===== src/rtl/pipe_scoreboard_pkg.sv =====
// Shared types and constants for the pipeline scoreboard.
// Holds the entry flag bundle and the forwarding select encoding.
package pipe_scoreboard_pkg;

    localparam int REG_IDX_W_DEF = 5;
    localparam int FWD_SEL_RF    = 0;

    typedef struct packed {
        logic valid;
        logic wben;
        logic load;
    } sb_flags_t;

    // Entry j at issue time sits in entry j+1 when the consumer is in EX.
    // The last entry retires on that edge, so it falls back to the regfile.
    function automatic int unsigned fwd_sel(
        input logic        hit,
        input int unsigned idx,
        input int unsigned stages
    );
        if (hit && ((idx + 1) < stages)) begin
            return idx + 1;
        end
        return FWD_SEL_RF;
    endfunction

endpackage


===== src/rtl/pipe_scoreboard_match.sv =====
// Youngest-match priority encoder over the scoreboard entries.
// Returns hit, index of the smallest matching entry and its load flag.
module pipe_sb_match
    import pipe_scoreboard_pkg::*;
#(
    parameter int STAGES    = 3,
    parameter int REG_IDX_W = REG_IDX_W_DEF,
    parameter int IDX_W     = (STAGES > 1) ? $clog2(STAGES) : 1
) (
    input  sb_flags_t [STAGES-1:0]                flags,
    input  logic      [STAGES-1:0][REG_IDX_W-1:0] rd,
    input  logic      [REG_IDX_W-1:0]             src,
    input  logic                                  used,
    output logic                                  hit,
    output logic      [IDX_W-1:0]                 idx,
    output logic                                  load
);

    // Scan oldest to youngest so the smallest index overwrites last.
    always_comb begin
        hit  = 1'b0;
        idx  = '0;
        load = 1'b0;
        for (int j = STAGES - 1; j >= 0; j--) begin
            if (flags[j].valid && flags[j].wben && (rd[j] != '0) &&
                (rd[j] == src) && used) begin
                hit  = 1'b1;
                idx  = IDX_W'(j);
                load = flags[j].load;
            end
        end
    end

endmodule


===== src/rtl/pipe_scoreboard.sv =====
// Hazard/forwarding scoreboard beside the ID/EX boundary.
// Define PIPE_SB_DIV_EN to enable the multi-cycle divide hold of EX.
module pipe_scoreboard
    import pipe_scoreboard_pkg::*;
#(
    parameter int STAGES     = 3,
    parameter int REG_IDX_W  = REG_IDX_W_DEF,
    parameter int DIV_CYCLES = 8,
    parameter int SEL_W      = $clog2(STAGES + 1)
) (
    input  logic                 clk,
    input  logic                 rst_n,
    input  logic                 issue_valid_i,
    input  logic [REG_IDX_W-1:0] issue_rs1_i,
    input  logic [REG_IDX_W-1:0] issue_rs2_i,
    input  logic                 issue_rs1_used_i,
    input  logic                 issue_rs2_used_i,
    input  logic [REG_IDX_W-1:0] issue_rd_i,
    input  logic                 issue_wben_i,
    input  logic                 issue_load_i,
    input  logic                 issue_div_i,
    input  logic                 flush_i,
    output logic                 stalln_pc_o,
    output logic                 stalln_id_o,
    output logic                 issue_fire_o,
    output logic                 ex_valid_o,
    output logic                 ex_hold_o,
    output logic [SEL_W-1:0]     fwd_rs1_sel_o,
    output logic [SEL_W-1:0]     fwd_rs2_sel_o,
    output logic [STAGES-1:0]    stage_valid_o,
    output logic                 div_busy_o
);

    localparam int IDX_W = (STAGES > 1) ? $clog2(STAGES) : 1;

    sb_flags_t [STAGES-1:0]                flags_q;
    logic      [STAGES-1:0][REG_IDX_W-1:0] rd_q;
    logic      [SEL_W-1:0]                 sel1_q;
    logic      [SEL_W-1:0]                 sel2_q;

    logic             hit1;
    logic             hit2;
    logic             ld1;
    logic             ld2;
    logic [IDX_W-1:0] idx1;
    logic [IDX_W-1:0] idx2;
    logic             load_use;
    logic             fire;
    logic             ex_hold;

    pipe_sb_match #(
        .STAGES   (STAGES),
        .REG_IDX_W(REG_IDX_W),
        .IDX_W    (IDX_W)
    ) u_match_rs1 (
        .flags(flags_q),
        .rd   (rd_q),
        .src  (issue_rs1_i),
        .used (issue_rs1_used_i),
        .hit  (hit1),
        .idx  (idx1),
        .load (ld1)
    );

    pipe_sb_match #(
        .STAGES   (STAGES),
        .REG_IDX_W(REG_IDX_W),
        .IDX_W    (IDX_W)
    ) u_match_rs2 (
        .flags(flags_q),
        .rd   (rd_q),
        .src  (issue_rs2_i),
        .used (issue_rs2_used_i),
        .hit  (hit2),
        .idx  (idx2),
        .load (ld2)
    );

    // A load still in EX cannot feed the instruction in ID this cycle.
    assign load_use = issue_valid_i &
                      ((hit1 & (idx1 == '0) & ld1) |
                       (hit2 & (idx2 == '0) & ld2));

    assign fire = issue_valid_i & ~flush_i & ~load_use & ~ex_hold;

    // A flushed instruction is dead, so its load-use must not stall.
    assign stalln_pc_o   = ~((load_use & ~flush_i) | ex_hold);
    assign stalln_id_o   = stalln_pc_o;
    assign issue_fire_o  = fire;
    assign ex_valid_o    = flags_q[0].valid;
    assign ex_hold_o     = ex_hold;
    assign div_busy_o    = ex_hold;
    assign fwd_rs1_sel_o = sel1_q;
    assign fwd_rs2_sel_o = sel2_q;

    // Per-entry valid bits for the surrounding pipeline registers.
    always_comb begin
        stage_valid_o = '0;
        for (int i = 0; i < STAGES; i++) begin
            stage_valid_o[i] = flags_q[i].valid;
        end
    end

    // Advance the in-flight entries; on hold EX keeps its entry.
    always_ff @(posedge clk) begin
        if (!rst_n) begin
            flags_q <= '0;
            rd_q    <= '0;
        end else begin
            for (int i = STAGES - 1; i >= 2; i--) begin
                flags_q[i] <= flags_q[i-1];
                rd_q[i]    <= rd_q[i-1];
            end
            if (ex_hold) begin
                flags_q[1] <= '0;
                rd_q[1]    <= '0;
            end else begin
                flags_q[1] <= flags_q[0];
                rd_q[1]    <= rd_q[0];
                if (fire) begin
                    flags_q[0] <= '{valid: 1'b1,
                                    wben:  issue_wben_i,
                                    load:  issue_load_i};
                    rd_q[0]    <= issue_rd_i;
                end else begin
                    flags_q[0] <= '0;
                    rd_q[0]    <= '0;
                end
            end
        end
    end

    // Register the forwarding selects so they line up with EX.
    always_ff @(posedge clk) begin
        if (!rst_n) begin
            sel1_q <= SEL_W'(FWD_SEL_RF);
            sel2_q <= SEL_W'(FWD_SEL_RF);
        end else if (!ex_hold) begin
            if (fire) begin
                sel1_q <= SEL_W'(fwd_sel(hit1, int'(idx1), STAGES));
                sel2_q <= SEL_W'(fwd_sel(hit2, int'(idx2), STAGES));
            end else begin
                sel1_q <= SEL_W'(FWD_SEL_RF);
                sel2_q <= SEL_W'(FWD_SEL_RF);
            end
        end
    end

`ifdef PIPE_SB_DIV_EN
    localparam int CNT_W = (DIV_CYCLES > 1) ? $clog2(DIV_CYCLES) : 1;

    logic [CNT_W-1:0] cnt_q;

    // Count the remaining EX cycles of an in-flight divide.
    always_ff @(posedge clk) begin
        if (!rst_n) begin
            cnt_q <= '0;
        end else if (fire && issue_div_i) begin
            cnt_q <= CNT_W'(DIV_CYCLES - 1);
        end else if (cnt_q != '0) begin
            cnt_q <= cnt_q - CNT_W'(1);
        end
    end

    assign ex_hold = (cnt_q != '0);
`else
    logic unused_div;

    assign unused_div = issue_div_i | (DIV_CYCLES == 0);
    assign ex_hold    = 1'b0;
`endif

`ifndef SYNTHESIS
    // A divide is never a jump, so a flush cannot land during a hold.
    always @(posedge clk) begin
        if (rst_n) begin
            assert (!(flush_i && ex_hold))
            else $error("pipe_scoreboard: flush_i asserted during ex_hold");
        end
    end
`endif

endmodule


===== config.mk =====
export PLATFORM = sky130hd
export DESIGN_NAME = pipe_scoreboard
export DESIGN_NICKNAME = d
export VERILOG_FILES = /design/src/rtl/pipe_scoreboard_pkg.sv /design/src/rtl/pipe_scoreboard_match.sv /design/src/rtl/pipe_scoreboard.sv
export SDC_FILE = /design/constraint.sdc
export NUM_CORES = 1
export LEC_CHECK = 0
export BUFFER_PORTS_ARGS = -buffer_cell sky130_fd_sc_hd__buf_4
export CAP_MARGIN = 15
export CORE_MARGIN = 3
export CORE_UTILIZATION = 38
export DETAILED_ROUTE_END_ITERATION = 12
export HOLD_SLACK_MARGIN = 0.1
export PLACE_DENSITY = 0.67
export SETUP_SLACK_MARGIN = 0.15
export SYNTH_ARGS = -nofsm -noshare
export SYNTH_HDL_FRONTEND = slang
export SYNTH_HIERARCHICAL = 1
export SYNTH_SLANG_ARGS = --single-unit

===== constraint.sdc =====
create_clock -name clk -period 7.4 [get_ports clk]
set_clock_uncertainty 0.15 [all_clocks]
set_input_delay 0 -clock clk [delete_from_list [all_inputs] [get_ports clk]]
set_output_delay 0 -clock clk [all_outputs]
set_load 0.03 [all_outputs]

==> impl_results.md <==
- Outcome: finished clean
- Fillers: between 300 and 400
- FF-to-FF Start: rd_q[10]
- Worst Setup End Kind: flip-flop
- Num CTS Buffers: 3
- Vias in the first global route: 1251
- Worst skew pair latency: between 200 and 300 ps
- DR WL/cell: 12.6 um
- Worst reg-to-reg path cell count: 9
- Distinct cell type count after synthesis: 34
- Area grow syn2layout: 28.9%
- CTS clk-pin slew, worst paths: 100 ps
- Largest net degree at the start of global routing: 20
- WS Path Type: reg2reg
- Layout cell share with drive strength beyond 1: 0.227
- Max-slew violation count: 0
- Warnings from Yosys: 6
- Placed Cells: around 250
- Worst vdd ir: roughly 0.11 mV
- Hold_ws: ~140 ps
- CP max FO: 4
- Crit path DAT: 3140 ps
- Die height: roughly 70 um
- Min cycle time layout: approximately 3000 ps
- IO Pins: 37
- Antenna cells: 0
- Leak pwr: slightly above 0.8 nW
- Synth Instances: roughly 170
- GP Congestion: approximately 0.78
- Grt total ovfl: 0
- Post-DP HPWL: about 2600 um
- Max-cap viol count: 0
- Crit share post-route: 0.413
- Core area: 3800 um^2
- ANT nets after route: 0
- Setup TNS: 0 ps
- Final setup fails: 0
- Pwr dens: between 150 and 200 nW/um^2
- Routed wire length: ~3300 um
- Max frequency: 327 MHz
- Syn avg cell area: roughly 8.9 um^2
- FFs w/ async S/R, synth: 0
- # rows: 22
- Initial Util: 0.407
- Port bufs: 33
- Reg2Reg Capture Point: fwd_rs1_sel_o[0]
- FF+latch area: between 500 and 600 um^2
- DRT iter0 DRCs: 45
- Most common cell after layout, fill and taps aside: buf_4
- Die ar.: ~5000 um^2
- Seq cells post-synth: 28
- Hold Crit Class: in2reg
- Worst EP required: 7480 ps
- Top_reg_cell synth: dfxtp_1
- CTS Sinks: 28
- First-pass GRT wire length: around 5700 um
- Non-filler cells, final: 264
- Max-slew headroom: 0.670
- CP endpoint: fwd_rs1_sel_o[0]
- Multi-input logic area: 890 um^2
- Via count: 1312
- Pre-antenna DRT Iters: 4
- CP Launch Type: flip-flop
- Root buffer cell: clkbuf_8
- Worst setup path start: rd_q[10]
- Resize count post-CTS: 0
- Synth Cell Area: 1550 um^2
- Total global-route track usage: 0.143
- Worst slew pin tran: slightly below 500 ps
- RSZ-0062 raised after global routing: no
- Initial antenna violation count: 0
- Post-route DRC: 0
- Reg2reg setup slack: 4340 ps
- Die span in x: about 70 um
- EDFF count, synth: 0
- Most frequent cells in the layout: buf_4 (33), dfxtp_1 (28), and2_1 (25)
- # nets final: about 250
- Postcts setup bufs: 0
- Final number of hold-violating endpoints: 0
- TritonCTS clock tree: built
- Register area share after synthesis: 0.362
- Routed vias/inst: 4.97
- Max Buffers Root-to-Sink: 2
- CTS H-tree lvls: 1
==> cell families (layout without fill, tap and decap cells) <==
| logic type | after synthesis | after routing | synth area share |
|---|---|---|---|
| buf+inv | 20 | 61 | 0.0655 |
| xor+xnor | 16 | 16 | 0.0905 |
| fa+ha+maj | 6 | 6 | 0.0485 |
| compound gates | 18 | 18 | 0.0938 |
| flops | 28 | 28 | 0.362 |
| other cells | 1 | 2 | 0.00242 |
| simple gates | 85 | 85 | 0.337 |
==> synthesized netlist by cell type (all sizes together) (3+ instances only) <==
cell | count | area [um^2]
dfxtp | 28 | 561
and2 | 25 | 156
xnor2 | 14 | 123
nand2 | 13 | 48.8
inv | 12 | 45.1
nand3 | 11 | 55.1
buf | 7 | 52.6
nor2 | 7 | 26.3
ha | 6 | 75.1
nor4 | 5 | 31.3
a21oi | 4 | 20.0
and3 | 4 | 25.0
o221ai | 4 | 35.0
or4 | 4 | 32.5
nor3b | 3 | 27.5
==> layout make-up <==
type / instances / area share
Multi-Input combinational cell: 127 / 0.446
Sequential cell: 28 / 0.281
Timing Repair Buffer: 45 / 0.184
Tap cell: 48 / 0.0301
Inverter: 12 / 0.0226
Clock buffer: 3 / 0.0207
Clock inverter: 1 / 0.0151
==> stage by stage <==
step / area, um^2 / total power (W) / worst slack, ps / utilization
after global routing: 1990 / 0.000330 / 4090 / 0.525
final: 1990 / 0.000317 / 4340 / 0.525
after global placement: 1800 / 0.000194 / 4660 / 0.475
after floorplan: 1550 / 0.000179 / 4940 / -
after CTS: 1990 / 0.000320 / 4350 / 0.525
after detailed placement: 1800 / 0.000195 / 4590 / 0.475
==> worst min path at each step <==
| stage | start | end | slack [ps] | cells past startpoint |
|---|---|---|---|---|
| after floorplan | issue_load_i | flags_q[0] | -30 | 1 |
| after global placement | issue_rd_i[3] | rd_q[3] | 50 | 2 |
| after detailed placement | issue_rd_i[0] | rd_q[0] | 50 | 2 |
| after CTS | issue_rs2_i[4] | fwd_rs2_sel_o[0] | 140 | 6 |
| after global routing | issue_rs2_i[4] | fwd_rs2_sel_o[0] | 200 | 6 |
| final | issue_rs2_i[4] | fwd_rs2_sel_o[0] | 140 | 6 |
==> metal layers <==
metal	GRT usage	vias up	wire [um]
li1	-	679	-
met1	0.170	601	1490
met2	0.265	28	1680
met3	0.0333	4	155
met4	0.0191	0	12
met5	0	-	0
==> critical path, stage by stage, from the launching register on <==
cell and delay [ps]:
dfxtp_1 340, a222oi_1 310, or4b_4 510, nor3b_1 370, inv_1 90, ha_1 190
nand3_1 80, nand2_1 110, nor4_1 280, dlygate4sd3_1 570
==> what timing repair did <==
action | 4_1_cts | 5_1_grt
endpoints found under the hold margin | 25 | 0
setup endpoints to repair | 0 | 0
hold buffers | 12 | 0
==> sequential cells by signal, indices dropped and copies added (netlist names) <==
| register | count |
|---|---|
| flags_q | 6 |
| rd_q | 15 |
| fwd_rs2_sel_o | 2 |
| fwd_rs1_sel_o | 2 |
| stage_valid_o | 2 |
| ex_valid_o | 1 |
==> power breakdown <==
group | leakage (nW) | internal (W) | switching [W] | total, W
clock network | 0.0357 | 0.0000725 | 0.0000496 | 0.000122
logic | 0.556 | 0.0000217 | 0.0000179 | 0.0000396
registers | 0.227 | 0.000153 | 0.00000263 | 0.000156
total | 0.819 | 0.000247 | 0.0000701 | 0.000317
Note: power is estimated with default switching activity, not from simulation.
